--- src/rtl/roi_insert_pkg.sv ---
// Shared types and helpers for the ROI frame inserter: FSM state encoding,
// default frame geometry and the origin clamp used when a frame is started.
package roi_insert_pkg;

    typedef enum logic [1:0] {
        IDLE = 2'd0,
        RUN  = 2'd1,
        DONE = 2'd2
    } state_t;

    localparam int DEF_FRAME_ROWS = 20;
    localparam int DEF_FRAME_COLS = 20;
    localparam int COL_W = $clog2(DEF_FRAME_COLS);
    localparam int ROW_W = $clog2(DEF_FRAME_ROWS);

    // Clamp arithmetic is done with headroom beyond either coordinate width.
    localparam int ORIGIN_W = ((COL_W > ROW_W) ? COL_W : ROW_W) + 11;

    function automatic logic [ORIGIN_W-1:0] clamp_origin(
        input logic [ORIGIN_W-1:0] req,
        input logic [ORIGIN_W-1:0] limit
    );
        if (req > limit) begin
            return limit;
        end else begin
            return req;
        end
    endfunction

endpackage

--- src/rtl/frame_pos_counter.sv ---
// Raster-order row/column generator with advance enable, synchronous clear
// and a flag marking the final pixel of the frame.
module frame_pos_counter #(
    parameter int ROWS = 20,
    parameter int COLS = 20
) (
    input  logic                    clk,
    input  logic                    reset,
    input  logic                    clear,
    input  logic                    advance,
    output logic [$clog2(ROWS)-1:0] row,
    output logic [$clog2(COLS)-1:0] col,
    output logic                    last_pixel
);
    localparam int RW = $clog2(ROWS);
    localparam int CW = $clog2(COLS);
    localparam logic [RW-1:0] LAST_ROW = RW'(ROWS - 1);
    localparam logic [CW-1:0] LAST_COL = CW'(COLS - 1);

    logic [RW-1:0] row_r;
    logic [CW-1:0] col_r;

    // Position register: column wraps into a row increment, row wraps to top.
    always_ff @(posedge clk) begin
        if (reset || clear) begin
            row_r <= '0;
            col_r <= '0;
        end else if (advance) begin
            if (col_r == LAST_COL) begin
                col_r <= '0;
                row_r <= (row_r == LAST_ROW) ? '0 : row_r + RW'(1);
            end else begin
                col_r <= col_r + CW'(1);
            end
        end
    end

    assign row        = row_r;
    assign col        = col_r;
    assign last_pixel = (row_r == LAST_ROW) && (col_r == LAST_COL);

endmodule

--- src/rtl/roi_frame_inserter.sv ---
// Rebuilds a full frame from a cropped ROI stream: ROI pixels are placed at a
// latched origin and every other position is filled with a background value.
module roi_frame_inserter
    import roi_insert_pkg::*;
#(
    parameter int PIXEL_BIT_WIDTH = 10,
    parameter int FRAME_ROWS      = DEF_FRAME_ROWS,
    parameter int FRAME_COLS      = DEF_FRAME_COLS,
    parameter int ROI_ROWS        = 10,
    parameter int ROI_COLS        = 10
) (
    input  logic                          clk,
    input  logic                          reset,
    input  logic                          ap_start,
    output logic                          ap_done,
    output logic                          ap_idle,
    input  logic [$clog2(FRAME_COLS)-1:0] roi_x0,
    input  logic [$clog2(FRAME_ROWS)-1:0] roi_y0,
    input  logic [PIXEL_BIT_WIDTH-1:0]    fill_value,
    input  logic                          s_axis_tvalid,
    output logic                          s_axis_tready,
    input  logic [PIXEL_BIT_WIDTH-1:0]    s_axis_tdata,
    output logic                          m_axis_tvalid,
    input  logic                          m_axis_tready,
    output logic [PIXEL_BIT_WIDTH-1:0]    m_axis_tdata,
    output logic                          m_axis_tuser,
    output logic                          m_axis_tlast,
    output logic [$clog2(FRAME_COLS)-1:0] cnt_col,
    output logic [$clog2(FRAME_ROWS)-1:0] cnt_row
);
    localparam int CW = $clog2(FRAME_COLS);
    localparam int RW = $clog2(FRAME_ROWS);
    localparam logic [CW:0]   ROI_W    = (CW + 1)'(ROI_COLS);
    localparam logic [RW:0]   ROI_H    = (RW + 1)'(ROI_ROWS);
    localparam logic [CW-1:0] LAST_COL = CW'(FRAME_COLS - 1);
    localparam logic [RW-1:0] LAST_ROW = RW'(FRAME_ROWS - 1);

    state_t state_r;
    state_t state_next;

    logic [CW-1:0]              x0_r;
    logic [RW-1:0]              y0_r;
    logic [PIXEL_BIT_WIDTH-1:0] fill_r;
    logic                       loaded_all_r;

    logic                       tvalid_r;
    logic [PIXEL_BIT_WIDTH-1:0] tdata_r;
    logic                       tuser_r;
    logic                       tlast_r;
    logic [CW-1:0]              cnt_col_r;
    logic [RW-1:0]              cnt_row_r;

    logic [RW-1:0]              gen_row;
    logic [CW-1:0]              gen_col;
    logic                       gen_last;

    logic                       start_s;
    logic                       load_ok_s;
    logic                       gen_active_s;
    logic                       in_win_s;
    logic                       load_s;
    logic                       last_hs_s;
    logic [PIXEL_BIT_WIDTH-1:0] pixel_s;
    logic [RW:0]                row_ext_s;
    logic [CW:0]                col_ext_s;
    logic [RW:0]                y0_ext_s;
    logic [CW:0]                x0_ext_s;

    frame_pos_counter #(
        .ROWS (FRAME_ROWS),
        .COLS (FRAME_COLS)
    ) u_pos (
        .clk        (clk),
        .reset      (reset),
        .clear      (start_s),
        .advance    (load_s),
        .row        (gen_row),
        .col        (gen_col),
        .last_pixel (gen_last)
    );

    assign start_s      = (state_r == IDLE) && ap_start;
    assign load_ok_s    = !tvalid_r || m_axis_tready;
    assign gen_active_s = (state_r == RUN) && !loaded_all_r;
    assign last_hs_s    = tvalid_r && m_axis_tready && tlast_r && (cnt_row_r == LAST_ROW);

    // Bounds are one bit wider than the coordinates so origin+size cannot wrap.
    assign row_ext_s = {1'b0, gen_row};
    assign col_ext_s = {1'b0, gen_col};
    assign y0_ext_s  = {1'b0, y0_r};
    assign x0_ext_s  = {1'b0, x0_r};

    // Window test and choice of what, if anything, enters the output register.
    always_comb begin
        in_win_s = (row_ext_s >= y0_ext_s) && (row_ext_s < (y0_ext_s + ROI_H)) &&
                   (col_ext_s >= x0_ext_s) && (col_ext_s < (x0_ext_s + ROI_W));
        load_s   = 1'b0;
        pixel_s  = fill_r;
        if (gen_active_s && load_ok_s) begin
            if (in_win_s) begin
                load_s  = s_axis_tvalid;
                pixel_s = s_axis_tdata;
            end else begin
                load_s  = 1'b1;
                pixel_s = fill_r;
            end
        end else begin
            load_s  = 1'b0;
            pixel_s = fill_r;
        end
    end

    assign s_axis_tready = gen_active_s && in_win_s && load_ok_s;

    // Next-state logic.
    always_comb begin
        state_next = state_r;
        case (state_r)
            IDLE: begin
                if (ap_start) begin
                    state_next = RUN;
                end else begin
                    state_next = IDLE;
                end
            end
            RUN: begin
                if (last_hs_s) begin
                    state_next = DONE;
                end else begin
                    state_next = RUN;
                end
            end
            DONE:    state_next = IDLE;
            default: state_next = IDLE;
        endcase
    end

    // State register.
    always_ff @(posedge clk) begin
        if (reset) begin
            state_r <= IDLE;
        end else begin
            state_r <= state_next;
        end
    end

    // Frame configuration, captured once per frame at start.
    always_ff @(posedge clk) begin
        if (reset) begin
            x0_r   <= '0;
            y0_r   <= '0;
            fill_r <= '0;
        end else if (start_s) begin
            x0_r   <= CW'(clamp_origin(ORIGIN_W'(roi_x0), ORIGIN_W'(FRAME_COLS - ROI_COLS)));
            y0_r   <= RW'(clamp_origin(ORIGIN_W'(roi_y0), ORIGIN_W'(FRAME_ROWS - ROI_ROWS)));
            fill_r <= fill_value;
        end
    end

    // Stops generation once the final pixel has entered the output register.
    always_ff @(posedge clk) begin
        if (reset || start_s) begin
            loaded_all_r <= 1'b0;
        end else if (load_s && gen_last) begin
            loaded_all_r <= 1'b1;
        end
    end

    // Output register stage; metadata travels with each loaded pixel.
    always_ff @(posedge clk) begin
        if (reset) begin
            tvalid_r  <= 1'b0;
            tdata_r   <= '0;
            tuser_r   <= 1'b0;
            tlast_r   <= 1'b0;
            cnt_col_r <= '0;
            cnt_row_r <= '0;
        end else if (load_s) begin
            tvalid_r  <= 1'b1;
            tdata_r   <= pixel_s;
            tuser_r   <= (gen_row == '0) && (gen_col == '0);
            tlast_r   <= (gen_col == LAST_COL);
            cnt_col_r <= gen_col;
            cnt_row_r <= gen_row;
        end else if (m_axis_tready) begin
            tvalid_r  <= 1'b0;
        end
    end

    assign m_axis_tvalid = tvalid_r;
    assign m_axis_tdata  = tdata_r;
    assign m_axis_tuser  = tuser_r;
    assign m_axis_tlast  = tlast_r;
    assign cnt_col       = cnt_col_r;
    assign cnt_row       = cnt_row_r;
    assign ap_done       = (state_r == DONE);
    assign ap_idle       = (state_r == IDLE);

endmodule

--- config.mk ---
export PLATFORM = sky130hd
export DESIGN_NAME = roi_frame_inserter
export DESIGN_NICKNAME = d
export VERILOG_FILES = /design/src/rtl/roi_insert_pkg.sv /design/src/rtl/frame_pos_counter.sv /design/src/rtl/roi_frame_inserter.sv
export SDC_FILE = /design/constraint.sdc
export NUM_CORES = 1
export LEC_CHECK = 0
export ABC_AREA = 1
export CAP_MARGIN = 20
export CORE_MARGIN = 1.5
export CORE_UTILIZATION = 50
export CTS_CLUSTER_SIZE = 24
export DETAILED_ROUTE_END_ITERATION = 8
export GPL_TIMING_DRIVEN = 0
export PLACE_DENSITY = 0.78
export SLEW_MARGIN = 20
export SYNTH_ARGS = -nofsm -noshare
export SYNTH_HDL_FRONTEND = slang
export SYNTH_SLANG_ARGS = --single-unit
--- constraint.sdc ---
create_clock -name clk -period 3.35 [get_ports clk]
set_input_delay 0.335 -clock clk [delete_from_list [all_inputs] [get_ports clk]]
set_output_delay 0.335 -clock clk [all_outputs]
set_load 0.03 [all_outputs]
Yosys cells after proc, flatten, opt, wreduce, memory -nomap -nowiden --
Cells that the tools add are included.
Cells by class: add/sub/neg operators 4, $lt $le $gt $ge 6, equality and inequality tests 5, muxes and demuxes 13, reductions and logical operators 23
Operators with widths (number):
- $mux W10 | 2
- $mux W5 | 4
- $eq A5 B5 Y1 const B | 3
- $logic_and A1 B1 Y1 | 14
- $add A5 B4 Y6 const B | 2
- $lt A5 B6 Y1 | 2
- $add A5 B1 Y5 const B | 2
- $ge A5 B5 Y1 | 2
- $gt A5 B4 Y1 const B | 2
- $logic_not A5 Y1 | 2
- $mux W1 | 5
- $pmux W2 S2 | 1
- $eq A2 B1 Y1 const B | 1
- $eq A2 B2 Y1 const B | 1
- $logic_not A1 Y1 | 2
- $logic_not A2 Y1 | 1
- $logic_or A1 B1 Y1 | 2
- $mux W2 | 1
- $reduce_and A2 Y1 | 1
- $reduce_bool A2 Y1 | 1
Word-level totals: register bits after elaboration 56, input bits 35, output and inout bits 26, word-level logic and storage cells 64

Depth between registers and ports, before layout --
Gate-level depths: netlist of the first run.
depth after elaboration 8, depth in mapped cells 16, gate-level depth less buffers 15

Modules after synthesis --
Synthesis of the first run repeated with hierarchy kept, for this count alone.
Second synthesis, totals: cells, all modules 421, area, all modules 3029.2 um2
Modules (own cells, without submodules):
- roi_frame_inserter | times used 1, cells an instance 343, area an instance 2471.1 um2, seq. area each 920.9 um2
- frame_pos_counter | times used 1, cells an instance 78, area an instance 558.0 um2, seq. area each 200.2 um2

Least setup slack after synthesis of the first run --
No wires, ideal clock.
path kind flip-flop to output port, start register y0_r[1], end output s_axis_tready, arrival 1.868 ns, data required time 3.015 ns, slack 1.147 ns, cell stages (with the launch flop) 12, path buffers 1, path through dfxtp_1 -> ha_1 -> xor2_1 -> ha_1 -> a21oi_1 -> nand2_1 -> nand2_1 -> nand2_1 -> nor2_2 -> nand3_1 -> buf_2 -> inv_1
On the way: cells in the longest elaborated chain, start to end 7, elaborated cells between the ends (all ways) 8, those cells by class 1 x add/sub; 2 x order compare; 5 x reduce/logical
Ends and longest elaborated chain:
- from (decl) | line roi_frame_inserter.sv:42 | logic [RW-1:0] y0_r;
- from (signal assigned) | line roi_frame_inserter.sv:155 | y0_r <= RW'(clamp_origin(ORIGIN_W'(roi_y0), ORIGIN_W'(FRAME_ROWS - ROI_ROWS)));
- $add A5 B4 Y6 | line roi_frame_inserter.sv:95 | in_win_s = (row_ext_s >= y0_ext_s) && (row_ext_s < (y0_ext_s + ROI_H)) &&
- $lt A5 B6 Y1 | line roi_frame_inserter.sv:95
- $logic_and A1 B1 Y1 (*) (2 in a row) | line roi_frame_inserter.sv:95
- $logic_and A1 B1 Y1 (*) | line roi_frame_inserter.sv:96 | (col_ext_s >= x0_ext_s) && (col_ext_s < (x0_ext_s + ROI_W));
- $logic_and A1 B1 Y1 (*) (2 in a row) | line roi_frame_inserter.sv:113 | assign s_axis_tready = gen_active_s && in_win_s && load_ok_s;
- to (decl) | line roi_frame_inserter.sv:21 | output logic s_axis_tready,
Every way passes the cells marked *; elsewhere a longest branch is shown, timed or not.

Worst setup path in the final report of the first run --
Ends and elaborated chain as after synthesis.

==> reports/results.txt, run 1 <==
Die Span Y - 80.5 µm
Total leakage power - 1.77 nW
Most common cell after layout, fill and taps aside - nand2_1
Initial Util - 51.3%
Final Cycle Share - 86.1%
Power Density - 417 nW/µm²
Largest family of logic cells by synthesized area - simple AND/OR/NAND/NOR gates
Count of final hold-check violations - 0
Mapped Nets - 479
Synth-to-layout area growth - 26.2%
Largest net degree at the start of global routing - 18
Synth Area in XOR/XNOR - 2.92%
I/O pin total - 61
Result of the run - finished clean
Tmin final - 2880 ps
Slew headroom - 59.4%
Synth warn - 0
Fmax - 347 MHz
Post-synthesis sequential area ratio - 37.4%
Seq. cell area - 1120 µm²
Vias/cell - 4.94
Distinct cells, synth - 32
Synth Area in Adders - 10.0%
Placer Congestion - 0.855
Post-synthesis simple-gate area fraction - 25.2%
Placed insts - 555
Synthesized area per cell - 7.14 µm²
Cell breakdown of the critical path - ha_1, xor2_1, ha_1, a21oi_1, nand2_1, nand2_1, nand2_1, nor2_2, nand3_1, buf_2, inv_1, dlymetal6s2s_1
Post-synthesis compound-gate area fraction - 13.6%
Row count - 28
Synthesized area - 3000 µm²
Starting DRT DRC Count - 163
Clk_skew - 12.2 ps
Drc violations - 0
RSZ-0062 raised after global routing - no
Synth Instances - 420
Post-DRT Antenna Nets - 0
Critical Path Slowest Stage Cell - dfxtp_1
Setup bufs post-CTS - 0
Max cap viols - 0
Non-filler instance count after layout - 563
Top delay family on crit path - buffers and inverters
Port buffer count - 60
Cell repeated most along the worst path - nand2_1
Fin Setup TNS - 0 ps
CP Capture Type - output port
CTS Sinks - 56
Slew Limit Fails - 0
Fraction of layout cells with a size suffix above 1 - 4.51%
First-pass GRT wire length - 11800 µm
WS Path Type - reg2out
Worst slew pin tran - 606 ps
Mux share of post-synthesis cell area - 0%
Initial antenna violation count - 0
CTS tree - done
Hpwl dp - 5380 µm
Post-DR wirelength/cell - 12.3 µm
# setup viols final - 0
Most frequent cells in the layout - 87 x nand2_1, 64 x inv_1, 59 x clkdlybuf4s50_1, 56 x dfxtp_1, 53 x nor2_1
Clock transition at path regs - 100 ps
Worst vdd ir - 330 µV
Total GRT Usage - 23.6%
Req. time, crit path - 3010 ps
Longest Clk Path Bufs - 2
Critical Path AT - 2550 ps
Worst-path fanout max - 10
Total wire length - 6940 µm
Critical path launch point type - flip-flop
Via count - 2784
Worst-Skew Late Latency - 320 ps
CP max stage delay - 390 ps
Hold crit path type - reg2reg
WP buf/inv - 3
Yosys reg bits - 56
Area occupied by multi-input gates - 1550 µm²
Nets - 546
Global route overflow - 0
TritonCTS Buffers - 5
ANT cells - 0
# fillers - 512
Die width - 80.5 µm
Clock Tree Root - clkbuf_8
Die area - 6470 µm²
Vias in the first global route - 2604
Area of the core - 5850 µm²
H-tree depth - 2
TritonRoute pass-1 iters - 6
[per-layer routing]
| metal | GRT usage [%] | part of all wire, % | wire, µm | up-vias |
|---|---|---|---|---|
| li1 | - | - | - | 1473 |
| met1 | 29.0 | 45 | 3100 | 1228 |
| met2 | 41.7 | 48 | 3330 | 75 |
| met3 | 4.43 | 5.6 | 386 | 8 |
| met4 | 6.90 | 1.8 | 127 | 0 |
| met5 | 0 | 0 | 0 | - |
[path summary, 6_finish.rpt]
kind	start	end	slack (ps)	cells past startpoint
worst min register to register	fill_r[6]$_SDFFE_PP0P_	fill_r[6]$_SDFFE_PP0P_	460	2
worst max-delay path	y0_r[1]$_SDFFE_PP0P_	s_axis_tready	470	12
worst min-delay path	fill_r[6]$_SDFFE_PP0P_	fill_r[6]$_SDFFE_PP0P_	460	2
worst max register to register	y0_r[1]$_SDFFE_PP0P_	cnt_col[2]$_SDFFE_PP0P_	980	14
[synth_stat cells, drive strengths merged]
cell type  instances  area share (%)
nand4              6             1.3
nor2              54             6.8
and2               1            0.21
o21bai             1            0.25
nand2             88              12
nor3               3            0.88
xor2               6             1.8
a211oi             2            0.50
inv               65             8.1
or2                2            0.42
a21oi             40             6.8
xnor2              4             1.2
buf                6             1.7
clkbuf             8             1.0
o21ai             28             4.7
a211o              2            0.58
dfxtp             56              37
a221oi             2            0.58
ha                24              10
nor4               1            0.21
or4                1            0.25
nand3             19             3.6
o21a               1            0.25
[worst min-delay path, stage by stage, from the launching register on]
cell and delay, ps:
dfxtp_1 310, inv_1 60, a21oi_1 50
[timing repair]
| item | 4_1_cts | 5_1_grt |
|---|---|---|
| hold endpoints to repair | 0 | 0 |
| hold buffers | 0 | 0 |
| gates resized for setup | 0 | 1 |
| endpoints found under the setup margin | 0 | 1 |
[state kept, by name, indices dropped and copies added (netlist names)]
name	flops
fill_r	10
m_axis_tdata	10
cnt_col	5
cnt_row	5
u_pos.col	5
u_pos.row	5
x0_r	5
y0_r	5
state_r	2
loaded_all_r	1
m_axis_tlast	1
m_axis_tuser	1
m_axis_tvalid	1
[area by class of cell]
| type | instances | area share [%] |
|---|---|---|
| tap | 75 | 2.48 |
| inverter | 65 | 6.45 |
| clock buffer | 5 | 1.82 |
| sequential | 56 | 29.6 |
| clock inverter | 3 | 0.496 |
| multi-input combinational | 285 | 41.0 |
| timing repair buffer | 60 | 15.9 |
| buffer | 14 | 2.15 |
[kinds of logic after synthesis]
logic type,Yosys count
simple gates,175
buf+inv,79
compound gates,76
flops,56
fa+ha+maj,24
xor+xnor,10
[metrics by stage]
step	setup WS, ps	hold slack [ps]	power, mW	instance area (µm²)	util (%)
after floorplan	1150	413	1.05	3000	-
after global placement	486	441	1.22	3690	63.1
after detailed placement	434	444	1.22	3690	63.1
after global routing	261	478	1.67	3780	64.7
after CTS	67.8	459	1.59	3780	64.6
final	467	458	1.58	3780	64.7
[power by group]
| part | leakage [nW] | switching [mW] | total [mW] | internal (mW) |
|---|---|---|---|---|
| logic | 1.26 | 0.271 | 0.461 | 0.190 |
| registers | 0.459 | 0.0297 | 0.747 | 0.718 |
| clock network | 0.0479 | 0.223 | 0.369 | 0.146 |
No activity file was read; power rests on OpenSTA's default activity.
==> run 2, diff against run 1 <==
Settings changed: CORE_ASPECT_RATIO set to 1.75, SYNTH_HIERARCHICAL set to 1.
Clock period 3.35 ns to 3.65 ns, I/O delays scaled along.
==> run 2 against run 1 <==
  * Core utilization grew 0.79 points
  * Combinational power shrank 5.9%
  * Global-route usage grew 1.5 points
  * Cell count grew 0.71%
  * Synthesized area grew 1.0%
  * Flip-flop and latch count is the same
  * Design area grew 1.7%
  * Sequential power shrank 7.8%
  * Clock-buffer cell count grew 1
  * Via count grew 4.7%
  * Clock power grew 18%
==> reports/results.txt, run 2 <==
Result of the run - finished clean (unchanged)
Placer Congestion - 0.859 (was 0.855)
Die Span Y - 106 µm (was 80.5 µm)
Post-synthesis sequential area ratio - 37.0% (was 37.4%)
Hold WS - 483 ps (was 458 ps)
Hold crit path type - reg2reg (unchanged)
Worst-path fanout max - 10 (unchanged)
Post-route setup slack - 391 ps (was 467 ps)
Distinct cells, synth - 33 (was 32)
Die width - 61.8 µm (was 80.5 µm)
Pre-CTS WS - 757 ps (was 434 ps)
Area of the core - 5880 µm² (was 5850 µm²)
Critical Path Slowest Stage Cell - clkdlybuf4s50_1 (was dfxtp_1)
Hpwl dp - 5990 µm (was 5380 µm)
Drc violations - 0 (unchanged)
Req. time, crit path - 3280 ps (was 3010 ps)
Post-synth EDFFs - 0 (unchanged)
Fraction of layout cells with a size suffix above 1 - 6.54% (was 4.51%)
I/O pin total - 61 (unchanged)
Ys async rst share - 0% (unchanged)
CTS resizes - 0 (unchanged)
H-tree depth - 2 (unchanged)
Count leader, synth - nand2_1 (unchanged)
Via count - 2915 (was 2784)
Final Cycle Share - 89.3%
TritonCTS Buffers - 5 (unchanged)
RR Startpoint - y0_r[1]$_SDFFE_PP0P_ (unchanged)
Row count - 37 (was 28)
Count of final hold-check violations - 0 (unchanged)
Critical path launch point type - flip-flop (unchanged)
Top post-synthesis cells by count - 84 x nand2_1, 56 x dfxtp_1, 55 x inv_1, 55 x nor2_1, 27 x a21oi_1 (was 87 x nand2_1, 64 x inv_1, 56 x dfxtp_1)
Cell repeated most along the worst path - nand2_1 (unchanged)
Slew headroom - 66.9% (was 59.4%)
TritonRoute pass-1 iters - 4 (was 6)
Die area - 6550 µm² (was 6470 µm²)
Hold Crit Depth - 2 (unchanged)
Synth Instances - 421 (was 420)
Critical Path AT - 2890 ps (was 2550 ps)
CTS Sinks - 56 (unchanged)
# fillers - 552 (was 512)
Origin of the worst setup path - x0_r[1]$_SDFFE_PP0P_ (was y0_r[1]$_SDFFE_PP0P_)
Longest Clk Path Bufs - 2 (unchanged)
Largest net degree at the start of global routing - 18 (unchanged)
Cts hold-fix bufs - 0 (unchanged)
Top cells by area, synth - dfxtp_1 37%, nand2_1 10%, ha_1 9.1%, inv_1 6.8%, nor2_1 6.8% (was dfxtp_1 37%, nand2_1 11%, ha_1 10%, inv_1 8.0%, nor2_1 6.6%)
Number of cells on the critical path - 14 (was 12)
Worst slew pin tran - 494 ps (was 606 ps)
Most common cell after layout, fill and taps aside - nand2_1 (unchanged)
Port buffer count - 60 (unchanged)
CP max stage delay - 660 ps (was 390 ps)
RSZ-0062 raised after global routing - no (unchanged)
Starting DRT DRC Count - 151 (was 163)
ANT cells - 0 (unchanged)
CTS tree - done (unchanged)
Clock Tree Root - clkbuf_8 (unchanged)
Global route overflow - 0 (unchanged)
Synth-to-layout area growth - 27.1% (was 26.2%)
Setup bufs post-CTS - 0 (unchanged)
Clk_skew - 12.6 ps (was 12.2 ps)
Initial Util - 51.5% (was 51.3%)
Initial antenna violation count - 0 (unchanged)
Total GRT Usage - 25.1% (was 23.6%)
Max cap viols - 0 (unchanged)
Placed insts - 559 (was 555)
Total wire length - 7530 µm (was 6940 µm)
CP Capture Type - output port (unchanged)
WP buf/inv - 4 (was 3)
Nets - 545 (was 546)
WS Path Type - reg2out (unchanged)
Non-filler instance count after layout - 567 (was 563)
Total leakage power - 1.72 nW (was 1.77 nW)
Post-DRT Antenna Nets - 0 (unchanged)
Top delay family on crit path - buffers and inverters (unchanged)
Clock transition at path regs - 110 ps (was 100 ps)
Vias/cell - 5.14 (was 4.94)
Most frequent cells in the layout - 84 x nand2_1, 60 x clkdlybuf4s50_1, 56 x dfxtp_1, 55 x nor2_1, 55 x inv_1 (was 87 x nand2_1, 64 x inv_1, 59 x clkdlybuf4s50_1, 56 x dfxtp_1, 53 x nor2_1)
Mapped Nets - 478 (was 479)
Synthesized area - 3030 µm² (was 3000 µm²)
Worst vdd ir - 300 µV (was 330 µV)
Power Density - 405 nW/µm² (was 417 nW/µm²)
Layout Utilization - 65.5% (was 64.7%)
Largest area contributor in the netlist - dfxtp_1 (unchanged)
Slew Limit Fails - 0 (unchanged)
# setup viols final - 0 (unchanged)
Fmax - 307 MHz
Hold path start - cnt_col[4]$_SDFFE_PP0P_ (was fill_r[6]$_SDFFE_PP0P_)
Ys flop type - dfxtp_1 (unchanged)
Synth warn - 6 (was 0)
Yosys reg bits - 56 (unchanged)
First-pass GRT wire length - 12400 µm (was 11800 µm)
Tmin final - 3260 ps
Vias in the first global route - 2877 (was 2604)
Top cell type's share of synthesized area - 37.0% (was 37.4%)
Post-DR wirelength/cell - 13.3 µm (was 12.3 µm)
Fin Setup TNS - 0 ps (unchanged)
Synthesized area per cell - 7.20 µm² (was 7.14 µm²)
Worst Reg-to-Reg Cells - 18 (was 14)
Cell breakdown of the critical path - ha_1, xor2_1, ha_1, nand2_1, inv_1, nand2_1, nand2_1, nand2_1, nand2_1, nor2_4, nand3_1, buf_2, inv_1, clkdlybuf4s50_1 (was ha_1, xor2_1, ha_1, a21oi_1, nand2_1, nand2_1, nand2_1, nor2_2, nand3_1, buf_2, inv_1, dlymetal6s2s_1)
Worst-Skew Late Latency - 320 ps (about the same)
[run 2: changes by cell type after synthesis, sizes merged, moves of 3 or more]
cell,previous run,this run
clkbuf,8,3
nand3,19,28
buf,6,11
nor2,54,59
o22ai,0,4
inv,65,59
a21oi,40,27
xnor2,4,1
nand3b,0,10
[run 2: layer usage]
layer	part of all wire [%]	vias to the layer above	track usage [%]
li1	-	1478	-
met1	37	1335	26.1
met2	55	77	45.0
met3	2.9	25	3.41
met4	4.4	0	14.3
met5	0	-	0
[run 2: final cells by class]
cell class	instances	area [µm²]	share of cell area, %
Clock inverter	2	38.8	1.01
Clock buffer	6	82.6	2.15
Tap cell	78	97.6	2.54
Buffer	14	88.8	2.31
Multi-Input combinational cell	291	1590	41.4
Sequential cell	56	1120	29.1
Timing Repair Buffer	60	601	15.6
Inverter	60	225	5.85
[run 2: cells by family after synthesis]
kind of cell               count (synthesis)  share of synthesized area [%]
AOI/OAI and AO/OA                         62                           10.7
adders and majority gates                 22                           9.09
DFF                                       56                           37.0
buffers and inverters                     74                           10.4
xor gates and xnor gates                   8                           2.31
and+or+nand+nor                          199                           30.6
[run 2: per-stage QoR]
stage / cell area (µm²) / power [mW]
floorplan: 3030 / 0.977
global placement: 3730 / 1.13
detailed placement: 3730 / 1.14
CTS: 3850 / 1.56
global route: 3850 / 1.64
finish: 3850 / 1.56
[run 2: path summary, 6_finish.rpt]
path | end | slack (ps)
worst max-delay path | s_axis_tready | 390
worst min-delay path | cnt_col[4]$_SDFFE_PP0P_ | 480
worst max register to register | u_pos/col[3]$_SDFFE_PP0P_ | 930
worst min register to register | cnt_col[4]$_SDFFE_PP0P_ | 480
[run 2: where the power goes]
part           switching, mW  internal, mW  total [mW]
clock network          0.211         0.225       0.436
registers             0.0315         0.658       0.689
logic                  0.252         0.181       0.434
[run 2: tightest hold or removal path, delay by kind of cell, from the launching register on]
family,cells,cell delay [ps]
flops,1,330
simple gates,1,60
compound gates,1,50
